--- config.mk ---
export PLATFORM = sky130hd
export DESIGN_NAME = led_sequencer
export DESIGN_NICKNAME = d
export VERILOG_FILES = /design/src/rtl/led_seq_pkg.sv /design/src/rtl/key_debounce.sv /design/src/rtl/led_sequencer.sv
export SDC_FILE = /design/constraint.sdc
export NUM_CORES = 1
export LEC_CHECK = 0
export CAP_MARGIN = 20
export CORE_AREA = 2 2 105 107
export CTS_CLUSTER_DIAMETER = 50
export CTS_CLUSTER_SIZE = 25
export DETAILED_ROUTE_END_ITERATION = 10
export DIE_AREA = 0 0 107 109
export GPL_ROUTABILITY_DRIVEN = 0
export PLACE_DENSITY = 0.49
export RECOVER_POWER = 100
export SLEW_MARGIN = 0
export SYNTH_ARGS = -nofsm -noshare
export SYNTH_HDL_FRONTEND = slang
export SYNTH_SLANG_ARGS = --single-unit
--- constraint.sdc ---
create_clock -name clk -period 3.8 [get_ports clk]
set_input_delay 1.14 -clock clk [delete_from_list [all_inputs] [get_ports clk]]
set_output_delay 1.14 -clock clk [all_outputs]
set_load 0.05 [all_outputs]
--- src/rtl/led_seq_pkg.sv ---
// Shared encodings and defaults for the LED sequencer: mode values, the
// pattern each mode starts from, and the bounce direction flag.
package led_seq_pkg;

   typedef enum logic [1:0] {
      BLINK  = 2'd0,
      RUN    = 2'd1,
      BOUNCE = 2'd2,
      COUNT  = 2'd3
   } mode_e;

   localparam int unsigned TICK_CYCLES_DEF     = 32'd12_500_000;
   localparam int unsigned DEBOUNCE_CYCLES_DEF = 32'd1_000_000;

   localparam logic [3:0] PAT_BLINK_INIT  = 4'b0000;
   localparam logic [3:0] PAT_RUN_INIT    = 4'b0001;
   localparam logic [3:0] PAT_BOUNCE_INIT = 4'b0001;
   localparam logic [3:0] PAT_COUNT_INIT  = 4'b0000;

   localparam logic DIR_LEFT  = 1'b0;
   localparam logic DIR_RIGHT = 1'b1;

   function automatic logic [3:0] init_pattern(input mode_e m);
      logic [3:0] p;
      case (m)
         BLINK:   p = PAT_BLINK_INIT;
         RUN:     p = PAT_RUN_INIT;
         BOUNCE:  p = PAT_BOUNCE_INIT;
         default: p = PAT_COUNT_INIT;
      endcase
      return p;
   endfunction

endpackage

--- src/rtl/key_debounce.sv ---
// Mode button front end: two-flop synchronizer, stability debounce and a
// one-cycle pulse on each accepted press (stable level falling edge).
module key_debounce
   import led_seq_pkg::*;
#(
   parameter int unsigned DEBOUNCE_CYCLES = DEBOUNCE_CYCLES_DEF
) (
   input  logic clk,
   input  logic rst,
   input  logic key_n,
   output logic key_press
);

   localparam int CW = (DEBOUNCE_CYCLES > 1) ? $clog2(DEBOUNCE_CYCLES) : 1;
   localparam logic [CW-1:0] CNT_LAST = CW'(DEBOUNCE_CYCLES - 1);

   logic          sync1_q, sync2_q;
   logic          stable_q, stable_d;
   logic          press_q, press_d;
   logic          armed_q, armed_d;
   logic [1:0]    fill_q;
   logic [CW-1:0] cnt_q, cnt_d;

   always_comb begin
      cnt_d    = '0;
      stable_d = stable_q;
      press_d  = 1'b0;
      if (sync2_q != stable_q) begin
         if (cnt_q == CNT_LAST) begin
            stable_d = sync2_q;
            press_d  = ~sync2_q & armed_q;
         end else begin
            cnt_d = cnt_q + 1'b1;
         end
      end
      // A press only counts once the key has been seen released after reset;
      // fill_q marks when sync2_q first carries a real sample of the pin.
      armed_d = armed_q | (fill_q[1] & sync2_q);
   end

   always_ff @(posedge clk) begin
      if (rst) begin
         sync1_q  <= 1'b1;
         sync2_q  <= 1'b1;
         stable_q <= 1'b1;
         cnt_q    <= '0;
         press_q  <= 1'b0;
         armed_q  <= 1'b0;
         fill_q   <= 2'b00;
      end else begin
         sync1_q  <= key_n;
         sync2_q  <= sync1_q;
         stable_q <= stable_d;
         cnt_q    <= cnt_d;
         press_q  <= press_d;
         armed_q  <= armed_d;
         fill_q   <= {fill_q[0], 1'b1};
      end
   end

   assign key_press = press_q;

endmodule

--- src/rtl/led_sequencer.sv ---
// Four-LED pattern sequencer: a button cycles through four display modes and
// a programmable tick steps the current mode's pattern.
module led_sequencer
   import led_seq_pkg::*;
#(
   parameter int unsigned TICK_CYCLES     = TICK_CYCLES_DEF,
   parameter int unsigned DEBOUNCE_CYCLES = DEBOUNCE_CYCLES_DEF
) (
   input  logic       clk,
   input  logic       rst,
   input  logic       key_n,
   input  logic [1:0] speed_sel,
   output logic [3:0] led,
   output logic [1:0] mode
);

   logic        key_press;
   mode_e       mode_q, mode_d;
   logic [3:0]  led_q, led_d, step_pat;
   logic        dir_q, dir_d, step_dir;
   logic [31:0] tick_cnt_q, tick_cnt_d;
   logic [32:0] period;
   logic        tick;

   key_debounce #(
      .DEBOUNCE_CYCLES(DEBOUNCE_CYCLES)
   ) u_key_debounce (
      .clk      (clk),
      .rst      (rst),
      .key_n    (key_n),
      .key_press(key_press)
   );

   // Compare count+1 against the period so a zero period never wraps.
   assign period = {1'b0, 32'(TICK_CYCLES) >> speed_sel};
   assign tick   = ({1'b0, tick_cnt_q} + 33'd1) >= period;

   always_ff @(posedge clk) begin
      if (rst) begin
         mode_q <= BLINK;
      end else begin
         mode_q <= mode_d;
      end
   end

   always_comb begin
      mode_d = mode_q;
      if (key_press) begin
         mode_d = mode_e'(2'(mode_q + 2'd1));
      end
   end

   always_comb begin
      mode = mode_q;
   end

   always_comb begin
      step_pat = led_q;
      step_dir = dir_q;
      case (mode_q)
         BLINK: step_pat = ~led_q;
         RUN:   step_pat = {led_q[2:0], led_q[3]};
         BOUNCE: begin
            if (dir_q == DIR_LEFT) begin
               if (led_q == 4'b1000) begin
                  step_pat = 4'b0100;
                  step_dir = DIR_RIGHT;
               end else begin
                  step_pat = led_q << 1;
               end
            end else begin
               if (led_q == 4'b0001) begin
                  step_pat = 4'b0010;
                  step_dir = DIR_LEFT;
               end else begin
                  step_pat = led_q >> 1;
               end
            end
         end
         default: step_pat = led_q + 4'd1;
      endcase
   end

   // A mode change overrides any coincident tick.
   always_comb begin
      led_d      = led_q;
      dir_d      = dir_q;
      tick_cnt_d = tick_cnt_q + 32'd1;
      if (key_press) begin
         led_d      = init_pattern(mode_d);
         dir_d      = DIR_LEFT;
         tick_cnt_d = '0;
      end else if (tick) begin
         led_d      = step_pat;
         dir_d      = step_dir;
         tick_cnt_d = '0;
      end
   end

   always_ff @(posedge clk) begin
      if (rst) begin
         led_q      <= PAT_BLINK_INIT;
         dir_q      <= DIR_LEFT;
         tick_cnt_q <= '0;
      end else begin
         led_q      <= led_d;
         dir_q      <= dir_d;
         tick_cnt_q <= tick_cnt_d;
      end
   end

   assign led = led_q;

endmodule
* Word-level counts from Yosys, hierarchy flattened
Cells that the tools add are included.
Storage, ports and cells: register bits 66, word-level logic and storage cells 55
Cells by class: add/subtract/negate cells 5, $lt $le $gt $ge 1, equal/unequal tests 8, shift-type cells 1, multiplexer cells 12, bitwise logic cells 7, reduce and logical (&&, ||, !) cells 9
Operator list (count):
- $add 32x1->33 const B | 1
- $ge 33x32->1 | 1
- $add 32x1->32 const B | 1
- $shr 24x2->32 const A | 1
- $add 20x1->20 const B | 1
- $eq 20x20->1 const B | 1
- $mux 4 | 4
- $pmux 4 s3 | 1
- $reduce_or 3->1 | 3
- $mux 1 | 5
- $add 4x1->4 const B | 1
- $eq 2x1->1 const B | 2
- $eq 2x2->1 const B | 2
- $eq 4x1->1 const B | 1
- $eq 4x4->1 const B | 1
- $not 4->4 | 1
- $reduce_and 2->1 | 2
- $reduce_or 2->1 | 2
- $mux 3 | 1
- $not 1->1 | 3
- $add 2x1->2 const B | 1
- $and 1x1->1 | 2
- $logic_not 2->1 | 1
- $mux 2 | 1
- other kinds (3) | 3

* Logic depth before layout (Yosys ltp)
Gate-level depths: netlist of the first run.
depth after elaboration 6, gate-level depth with buffers 16, depth with buffers taken out 15

* By module
A second synthesis of the first run with hierarchy kept.
Second synthesis, totals: cell total of the unflattened synthesis 417, area total of the unflattened synthesis 3782.4 µm²
By module, submodules not included:
- led_sequencer | instances 1, cells each 291, area each 2630.0 µm², seq. area each 780.7 µm²
- key_debounce | instances 1, cells each 126, area each 1152.4 µm², seq. area each 540.5 µm²

* Least setup slack after synthesis of the first run
No wires, ideal clock.
path type register to register, start register tick_cnt_q[0], end register tick_cnt_q[18], setup time 0.058 ns, arrival time 3.416 ns, data required time 3.742 ns, slack 0.325 ns, stages on the path, launching flop included 16, path through dfxtp_1 > ha_1 > nand4_2 > nor3_1 > nand2_1 > nor3_1 > xor2_1 > ha_1 > a21o_1 > a2111o_1 > a21o_1 > a22oi_1 > and3_1 > nand3_4 > buf_6 > o21ba_1
On the way: cells in the longest elaborated chain, start to end 3, elaborated cells between the ends (all ways) 4, those cells by class 2 x add/sub; 1 x order compare; 1 x reduce/logical
Ends and longest elaborated chain:
- start, declared | line led_sequencer.sv:21 | logic [31:0] tick_cnt_q, tick_cnt_d;
- start signal, assigned | line led_sequencer.sv:108 | tick_cnt_q <= tick_cnt_d;
- $add 32x1->33 | line led_sequencer.sv:36 | assign tick = ({1'b0, tick_cnt_q} + 33'd1) >= period;
- $ge 33x32->1 | line led_sequencer.sv:36
- $reduce_or 3->1 (no line)
Several ways; a longest one is shown, not always the timed one. A chain may end at the register's enable or synchronous reset.

* Worst setup path after layout of the first run
start register tick_cnt_q[12], end register led_q[0], in the netlist led[0]
On the way: cells in the longest elaborated chain, start to end 3
Ends and longest elaborated chain:
- $add 32x1->33 | line led_sequencer.sv:36
- $ge 33x32->1 | line led_sequencer.sv:36
- $reduce_bool 2->1 (no line)
- end signal, assigned | line led_sequencer.sv:106 | led_q <= led_d;
- end, declared | line led_sequencer.sv:19 | logic [3:0] led_q, led_d, step_pat;
Every way passes these cells.

==> flow_summary.yaml, run 1 <==
floorplan:
  start_util: 0.3428
  coreArea_um2: 10600
  top_level_ports: 11
  die_w_um: 107
  dieArea_um2: 11660
  fp-row-count: 38
  fp.dieH_um: 109
logic_synthesis:
  yosys_warnings: 0
  synth-async-reset-ratio: 0
  synth_edf_count: 0
  syn_inst: 398
  synth_area_per_cell_um2: 9.133
  seq_area_frac_synth: 0.3635
  synth_top_cell_by_area: "dfxtp_1"
  synthFlopType: "dfxtp_1"
  yosysTopAreaCellShare: 0.3635
  synth_most_common_cell: "dfxtp_1"
  ys_types: 62
  synth_seq_cells: 66
  synth_area_leaders: "dfxtp_1, ha_1, xor2_1"
  synth.cell_area_um2: 3635
  synth_top_cells_by_count: "dfxtp_1, nor2_1, nand2_1, ha_1, xor2_1"
clocking:
  path_clk_slew_ps: 80
  clock_sinks: 66
  clkLatencyLatePin_ps: 350
  cts-htree-levels: 3
  clockRootBuffer: "clkbuf_8"
  clk_path_buf_depth: 2
  numCtsBuffers: 9
  cts_tree: "yes"
worst_setup_path:
  critPathKind: "flip-flop to flip-flop"
  crit_path_end_kind: "flip-flop"
  cp.arrival_ps: 3860
  crit_fanout: 4
  start_kind: "flip-flop"
  worst_ep_required_time_ps: 4030
finish:
  final_util: 0.4187
  nNetsFinal: 481
  final_area_um2: 4439
  drive_above_1_share: 0.1722
  final_cells: 593
  num_antenna_cells: 0
  area_delta_synth_final_pct: 22.13
placement:
  io_buffers: 10
  dp_slack_ps: -316.5
  placed_cell_area_um2: 4101
  dp_cells: 572
  hpwlAfterDp_um: 5761
outcome:
  status: "complete, no violations"
global_routing:
  grt_pass1_vias: 2830
  grt_use_met1: 0.1924
  grt.busiest_layer: "met2"
  grt.overflow.total: 0
  antenna_found_initial: 0
  grt_max_degree: 21
  gr-usage-met2: 0.2311
  grt_use_met3: 0.02809
  track_usage: 0.1438
  grt_pass1_wl_um: 13320
route:
  firstDrtPassIters: 5
  vias: 2934
  post_drt_wl_per_cell_um: 13.04
  drt-total-wl_um: 7731
  ant_nets: 0
  drc_errors: 0
  first_iter_violations: 102
  via_per_inst: 4.948
sta:
  setup_tns_ps: 0
  finClkSkew_ps: 9.708
  timing.fmax_mhz: 275.9
  slew_headroom: 0.5032
  final_hold_viol_count: 0
  slew_viol_final: 0
  fin_ws_ps: 175.6
  fin_crit_ps: 3624
  whs_ps: 411.1
  setup_viol_count_final: 0
  rsz0062_at_grt: "false"
  worstMarginPinSlew_ps: 742.5
  fin_crit_sh: 0.9538
pwr:
  p_comb_frac: 0.060
  intPower_mw: 1.047
  switchingPower_uw: 361.8
  p_seq_frac: 0.508
  ir_drop_mv: 0.1719
  p_leak_nw: 1.921
  finalPower_mw: 1.409
  powerDensity_nw_per_um2: 317.4
  swShare: 0.2568
  p_clk_frac: 0.432
worst_hold_path:
  hold_class: "flip-flop to flip-flop"
run:
  drv_cap: 0
==> worst max-delay path, stage by stage (launching register included) <==
cell and delay, ps:
dfxtp_1 440, nand4_1 240, nor4_4 240, or2b_1 290, nor2_1 160, and3_1 200
xor2_1 210, ha_1 290, a2111o_1 370, a21o_1 160, a22oi_2 170, and3_4 250
buf_4 130, a221oi_1 80, a311o_1 280
==> registers in the layout, summed over array words and instances, names as in the netlist <==
name / count
led: 4
u_key_debounce.fill_q: 2
u_key_debounce.cnt_q: 20
mode: 2
u_key_debounce.sync1_q: 1
dir_q: 1
u_key_debounce.armed_q: 1
u_key_debounce.stable_q: 1
tick_cnt_q: 32
u_key_debounce.sync2_q: 1
u_key_debounce.key_press: 1
==> what timing repair did <==
item                       CTS  global route
cloned                       0             2
hold buffers                 0             0
buffers inserted             0             3
hold endpoints to repair     0             0
pin swaps                    0            10
gates resized for setup      2            23
setup endpoints to repair   14            29
==> metal layers <==
layer	part of all wire	wire, um
met1	0.51	3953
met2	0.45	3473
met3	0.024	184
met4	0.015	119
met5	0	0
==> power by group through the flow <==
stage | Combinational, mW | Clock (mW) | Sequential (mW)
final | 0.0843 | 0.609 | 0.715
after global routing | 0.0947 | 0.659 | 0.718
after CTS | 0.0827 | 0.634 | 0.717
after detailed placement | 0.0824 | 0 | 0.733
after global placement | 0.0820 | 0 | 0.733
after floorplan | 0.0419 | 0 | 0.739
==> cell type report <==
type | count | area (um^2)
Clock inverter | 7 | 77.57
Timing Repair Buffer | 40 | 365.4
Inverter | 19 | 71.32
Sequential cell | 66 | 1333
Multi-Input combinational cell | 312 | 2293
Clock buffer | 9 | 123.9
Tap cell | 140 | 175.2
Fill cell | 1068 | 6163
==> logic make-up (layout without fill, tap and decap cells) <==
group                    Yosys count  in the layout  share of synthesized area
AND/OR/NAND/NOR                  169            170                     0.2637
multiplexers                       3              3                   0.008262
flip-flops                        66             66                     0.3635
buffers and inverters             28             75                    0.03133
AO/OA/AOI/OAI                     62             62                     0.1370
other                              1              8                   0.001032
XOR/XNOR                          41             41                    0.09879
adder cells (fa/ha/maj)           28             28                    0.09639
==> final timing paths <==
check	cells after the start	end	slack [ps]	from
setup / recovery	14	led[0]	180	tick_cnt_q[12]
hold / removal	1	u_key_debounce.sync2_q	410	u_key_debounce.sync1_q
setup reg to reg	14	led[0]	180	tick_cnt_q[12]
hold reg to reg	1	u_key_debounce.sync2_q	410	u_key_debounce.sync1_q
==> cells in the final DEF, fill, tap and decap left out, types with 3 or more instances in the layout <==
cell type,instances
a21o_1,6
a21oi_1,10
a221oi_1,3
and3_1,10
and4_1,5
buf_4,26
clkbuf_8,9
conb_1,8
dfxtp_1,61
dfxtp_2,3
dlygate4sd3_1,7
ha_1,27
inv_1,19
mux2i_1,3
nand2_1,29
nand2b_1,3
nand3_1,21
nand4_1,9
nor2_1,36
nor2b_1,20
nor3_1,7
nor3_2,3
nor4_1,3
nor4b_1,3
o21ai_0,8
o21ba_1,3
or2_2,5
or3_1,3
xnor2_1,19
xor2_1,22
Power figures use the tool's default switching activity.
==> inputs of run 2 (changes only) <==
--- a/config.mk
+++ b/config.mk
@@ -6,15 +6,16 @@
 export NUM_CORES = 1
 export LEC_CHECK = 0
 export CAP_MARGIN = 20
-export CORE_AREA = 2 2 105 107
+export CORE_AREA = 2 2 107 109
 export CTS_CLUSTER_DIAMETER = 50
 export CTS_CLUSTER_SIZE = 25
 export DETAILED_ROUTE_END_ITERATION = 10
-export DIE_AREA = 0 0 107 109
+export DIE_AREA = 0 0 109 111
 export GPL_ROUTABILITY_DRIVEN = 0
 export PLACE_DENSITY = 0.49
 export RECOVER_POWER = 100
 export SLEW_MARGIN = 0
 export SYNTH_ARGS = -nofsm -noshare
 export SYNTH_HDL_FRONTEND = slang
+export SYNTH_HIERARCHICAL = 1
 export SYNTH_SLANG_ARGS = --single-unit
==> flow_summary.yaml, run 2 <==
clocking:
  cts_tree: "yes"
  hold_buffers: 0
  clkLatencyLatePin_ps: 340
  numCtsBuffers: 9
  clk_path_buf_depth: 2
  path_clk_slew_ps: 60
  clock_sinks: 66
  cts-htree-levels: 3
  clockRootBuffer: "clkbuf_16"
finish:
  final_cells: 618
  nNetsFinal: 503
  drive_above_1_share: 0.2211
  largest_reg_flops: 32
  fill_cells: 1086
  num_antenna_cells: 0
  seqCellArea_um2: 1333
  area_delta_synth_final_pct: 26.76
  multiInputGateArea_um2: 2475
  final_common_cell: "dfxtp_1"
  mostFrequentLayoutCells: "dfxtp_1, buf_4, nor2_1, nand2_1, ha_1"
  top_register: "tick_cnt_q"
sta:
  final_hold_viol_count: 0
  slew_headroom: 0.4093
  fin_crit_ps: 3694
  worstMarginPinSlew_ps: 886.0
  finClkSkew_ps: 5.766
  timing.fmax_mhz: 270.7
  setup_viol_count_final: 0
  fin_crit_sh: 0.9721
  slew_viol_final: 0
worst_setup_path:
  slowest_delay_ps: 570
  reg2reg_depth: 14
  crit_path_end_kind: "flip-flop"
  crit_fanout: 10
  slowest_stage: "or4_4"
  cp.arrival_ps: 3960
  crit_chain: "nand4_4 > or4_4 > nor2_4 > and3_4 > xor2_2 > ha_1 > a21o_1 > a221o_1 > nor2_2 > o2111ai_2 > buf_4 > nor4_4 > buf_6 > mux2i_1"
  worst_ep_required_time_ps: 4070
  start_kind: "flip-flop"
  critPathKind: "flip-flop to flip-flop"
global_routing:
  track_usage: 0.1507
  grt_max_degree: 24
  grt.overflow.total: 0
  antenna_found_initial: 0
  grt_pass1_wl_um: 14030
  grt_pass1_vias: 2853
pwr:
  p_leak_nw: 2.006
  powerDensity_nw_per_um2: 361.6
  finalPower_mw: 1.734
  ir_drop_mv: 0.2976
floorplan:
  fp.dieH_um: 111
  start_util: 0.3415
  top_level_ports: 11
  coreArea_um2: 11080
  die_w_um: 109
  fp-row-count: 39
  dieArea_um2: 12100
logic_synthesis:
  synthFlopType: "dfxtp_1"
  synth_edf_count: 0
  synth_top_cell_by_area: "dfxtp_1"
  seq_area_frac_synth: 0.3493
  synth_most_common_cell: "dfxtp_1"
  synth_area_per_cell_um2: 9.070
  synth_seq_cells: 66
  synth-async-reset-ratio: 0
  yosys_warnings: 6
  synth.cell_area_um2: 3782
  ys_types: 67
  synth_top_cells_by_count: "dfxtp_1, nor2_1, nand2_1, ha_1"
  syn_inst: 417
  yosysTopAreaCellShare: 0.3493
  synth_area_leaders: "dfxtp_1, ha_1, xnor2_1"
run:
  drv_cap: 0
outcome:
  status: "complete, no violations"
route:
  vias: 3096
  drc_errors: 0
  drt-total-wl_um: 8651
  via_per_inst: 5.010
  ant_nets: 0
  first_iter_violations: 118
  firstDrtPassIters: 4
  post_drt_wl_per_cell_um: 14.00
worst_hold_path:
  hold_depth: 1
  hold_class: "flip-flop to flip-flop"
placement:
  hpwlAfterDp_um: 6167
  io_buffers: 10
  dp_cells: 599
## run 2: critical path, delay by kind of cell (launching register included)
kind	cells	cell delay, ps
simple gates	6	1590
compound gates	3	640
fa+ha+maj	1	260
buf+inv	2	400
xor+xnor	1	170
mux	1	180
flops	1	370
## run 2: per-stage QoR
step | worst slack [ps] | setup TNS, ps | util | area, um^2 | hold WS (ps)
floorplan | 159.9 | 0 | - | 3809 | 389.5
global placement | -302.5 | -6676 | 0.3879 | 4297 | 392.2
detailed placement | -432.9 | -10050 | 0.3879 | 4297 | 393.2
CTS | 8.813 | 0 | 0.4199 | 4651 | 400.5
global route | -72.73 | -513.7 | 0.4328 | 4795 | 426.2
finish | 105.9 | 0 | 0.4328 | 4795 | 401.5
## run 2: final cells by class
class                   instances  area share
inverters                      23     0.01827
multi-input cells             323      0.5162
clock buffers                  10     0.04984
well taps                     143     0.03732
clock inverters                 6     0.01983
flip-flops and latches         66      0.2779
repair buffers                 47     0.08064
## run 2: cell families (layout without fill, tap and decap cells)
family | Yosys count | after routing | share of synthesized area
xor+xnor | 43 | 43 | 0.09957
mux | 5 | 5 | 0.01356
fa+ha+maj | 28 | 28 | 0.09262
buf+inv | 35 | 86 | 0.03705
flops | 66 | 66 | 0.3493
compound gates | 58 | 58 | 0.1277
other cells | 1 | 8 | 0.0009914
simple gates | 181 | 181 | 0.2792
## run 2: where the power goes
group          internal [mW]  leakage [nW]  switching (mW)
clock network          0.600         0.164           0.326
registers              0.703         0.542          0.0116
logic                 0.0382          1.30          0.0556
## run 2: what timing repair did
item | 4_1_cts | 5_1_grt
buffers inserted | 0 | 1
cloned | 0 | 2
gates resized for setup | 2 | 37
endpoints found under the hold margin | 0 | 0
endpoints found under the setup margin | 7 | 29
pin swaps | 0 | 8
## run 2: path summary, 6_finish.rpt
path	to	slack, ps	startpoint
max	led[3]	110	tick_cnt_q[11]
min reg2reg	u_key_debounce/sync2_q	400	u_key_debounce/sync1_q
max reg2reg	led[3]	110	tick_cnt_q[11]
min	u_key_debounce/sync2_q	400	u_key_debounce/sync1_q
## run 2: metal layers
| layer | global-route usage | share of wire | up-vias |
|---|---|---|---|
| li1 | - | - | 1615 |
| met1 | 0.2126 | 0.51 | 1434 |
| met3 | 0.04409 | 0.031 | 8 |
| met2 | 0.2104 | 0.45 | 39 |
| met5 | 0 | 0 | - |
| met4 | 0.06667 | 0.016 | 0 |
==> inputs of run 3 (changes only) <==
--- a/config.mk
+++ b/config.mk
@@ -6,13 +6,13 @@
 export NUM_CORES = 1
 export LEC_CHECK = 0
 export CAP_MARGIN = 20
-export CORE_AREA = 2 2 107 109
+export CORE_AREA = 2 2 83 85
 export CTS_CLUSTER_DIAMETER = 50
 export CTS_CLUSTER_SIZE = 25
 export DETAILED_ROUTE_END_ITERATION = 10
-export DIE_AREA = 0 0 109 111
+export DIE_AREA = 0 0 85 87
 export GPL_ROUTABILITY_DRIVEN = 0
-export PLACE_DENSITY = 0.49
+export PLACE_DENSITY = 0.75
 export RECOVER_POWER = 100
 export SLEW_MARGIN = 0
 export SYNTH_ARGS = -nofsm -noshare
==> flow_summary.yaml, run 3 (synthesis gave the netlist of run 2 again) <==
floorplan:
  fp-row-count: 30
  top_level_ports: 11
  start_util: 0.5758
  dieArea_um2: 7395
  die_w_um: 85
  coreArea_um2: 6569
  fp.dieH_um: 87
finish:
  top_register: "tick_cnt_q"
  area_delta_synth_final_pct: 22.89
  drive_above_1_share: 0.2327
  fill_cells: 479
  nNetsFinal: 505
  num_antenna_cells: 0
  largest_reg_flops: 32
  final_common_cell: "dfxtp_1"
  final_area_um2: 4648
  mostFrequentLayoutCells: "dfxtp_1, buf_4, nor2_1, nand2_1, ha_1"
clocking:
  clkLatencyLatePin_ps: 340
  cts_tree: "yes"
  clock_sinks: 66
  cts-htree-levels: 3
  hold_buffers: 0
  numCtsBuffers: 9
  path_clk_slew_ps: 70
  clk_path_buf_depth: 2
  clockRootBuffer: "clkbuf_8"
sta:
  setup_viol_count_final: 0
  final_hold_viol_count: 0
  slew_headroom: 0.4214
  timing.fmax_mhz: 269.6
  setup_tns_ps: 0
  finClkSkew_ps: 12.79
  fin_crit_sh: 0.9763
  fin_crit_ps: 3710
  worstMarginPinSlew_ps: 867.8
  slew_viol_final: 0
global_routing:
  grt_pass1_wl_um: 13610
  track_usage: 0.2269
  grt_max_degree: 22
  grt.overflow.total: 0
  antenna_found_initial: 0
  grt_pass1_vias: 3011
pwr:
  p_leak_nw: 1.966
  p_comb_frac: 0.071
  switchingPower_uw: 337.4
  p_clk_frac: 0.413
  intPower_mw: 1.042
  p_seq_frac: 0.516
  swShare: 0.2445
  powerDensity_nw_per_um2: 296.8
  ir_drop_mv: 0.2746
route:
  drc_errors: 0
  first_iter_violations: 181
  vias: 3220
  ant_nets: 0
  via_per_inst: 5.781
  firstDrtPassIters: 5
  drt-total-wl_um: 8626
  post_drt_wl_per_cell_um: 15.49
placement:
  io_buffers: 10
  hpwlAfterDp_um: 5834
  placed_cell_area_um2: 4195
outcome:
  status: "complete, no violations"
worst_setup_path:
  crit_fanout: 4
  cp.arrival_ps: 3970
  worst_ep_required_time_ps: 4060
  critPathKind: "flip-flop to flip-flop"
  start_kind: "flip-flop"
  crit_path_end_kind: "flip-flop"
worst_hold_path:
  hold_class: "flip-flop to flip-flop"
run:
  drv_cap: 0
==> run 3: cell count changes in the layout (fill, tap and decap cells not counted), sizes merged <==
cell / previous run / this run
bufinv: 2 / 1
buf: 36 / 38
clkinvlp: 0 / 2
clkinv: 2 / 3
clkbuf: 11 / 12
inv: 25 / 22
==> run 3: cell type report <==
class | instances | area [um^2] | area share
Tap cell | 80 | 100.1 | 0.02153
Multi-Input combinational cell | 323 | 2532 | 0.5448
Sequential cell | 66 | 1336 | 0.2875
Clock inverter | 5 | 55.05 | 0.01184
Inverter | 23 | 87.58 | 0.01884
Clock buffer | 11 | 131.4 | 0.02826
Timing Repair Buffer | 49 | 405.4 | 0.08721
==> run 3: path summary, 6_finish.rpt <==
path,start,end,slack [ps],depth (start not counted)
hold / removal,u_key_debounce/sync1_q,u_key_debounce/sync2_q,420,1
setup reg to reg,tick_cnt_q[0],led[2],90,14
hold reg to reg,u_key_debounce/sync1_q,u_key_debounce/sync2_q,420,1
setup / recovery,tick_cnt_q[0],led[2],90,14
==> run 3: timing repair <==
| action | in CTS | in global routing |
|---|---|---|
| setup buffers | 1 | 5 |
| cloned | 0 | 2 |
| setup endpoints to repair | 3 | 29 |
| pin swaps | 1 | 22 |
| gates resized for setup | 2 | 51 |
==> run 3: per-layer routing <==
| metal | part of all wire | GRT usage | up-vias |
|---|---|---|---|
| li1 | - | - | 1612 |
| met1 | 0.47 | 0.3027 | 1519 |
| met2 | 0.47 | 0.3629 | 73 |
| met3 | 0.043 | 0.03981 | 16 |
| met4 | 0.020 | 0.09668 | 0 |
| met5 | 0 | 0 | - |
==> run 3: power by group through the flow <==
| stage | Clock [mW] | Combinational (mW) | Sequential, mW |
|---|---|---|---|
| after floorplan | 0 | 0.0475 | 0.738 |
| after global placement | 0 | 0.0895 | 0.729 |
| after detailed placement | 0 | 0.0923 | 0.730 |
| after CTS | 0.581 | 0.0931 | 0.714 |
| after global routing | 0.612 | 0.107 | 0.714 |
| final | 0.570 | 0.0976 | 0.712 |
==> run 3: critical path, cell delays in order, from the launching register on <==
cell and delay (ps):
dfxtp_4 370, ha_4 140, nand3_2 160, or4_4 610, nor2_4 140, and3_4 200, xor2_2 150, ha_1 260
a21o_1 160, a221o_1 350, nor2_2 140, o2111ai_2 110, or4_4 440, buf_6 150, a221oi_2 240
==> run 3: per-stage QoR <==
stage	hold slack (ps)	power (mW)	setup slack, ps	utilization	std cells
after detailed placement	415.6	0.8220	-394.1	0.6387	533
after global routing	444.8	1.433	-30.18	0.7076	557
after CTS	429.8	1.388	10.53	0.6705	550
after floorplan	389.5	0.7856	159.9	-	424
after global placement	392.7	0.8187	-288.7	0.6387	533
final	420.5	1.380	90.22	0.7076	557
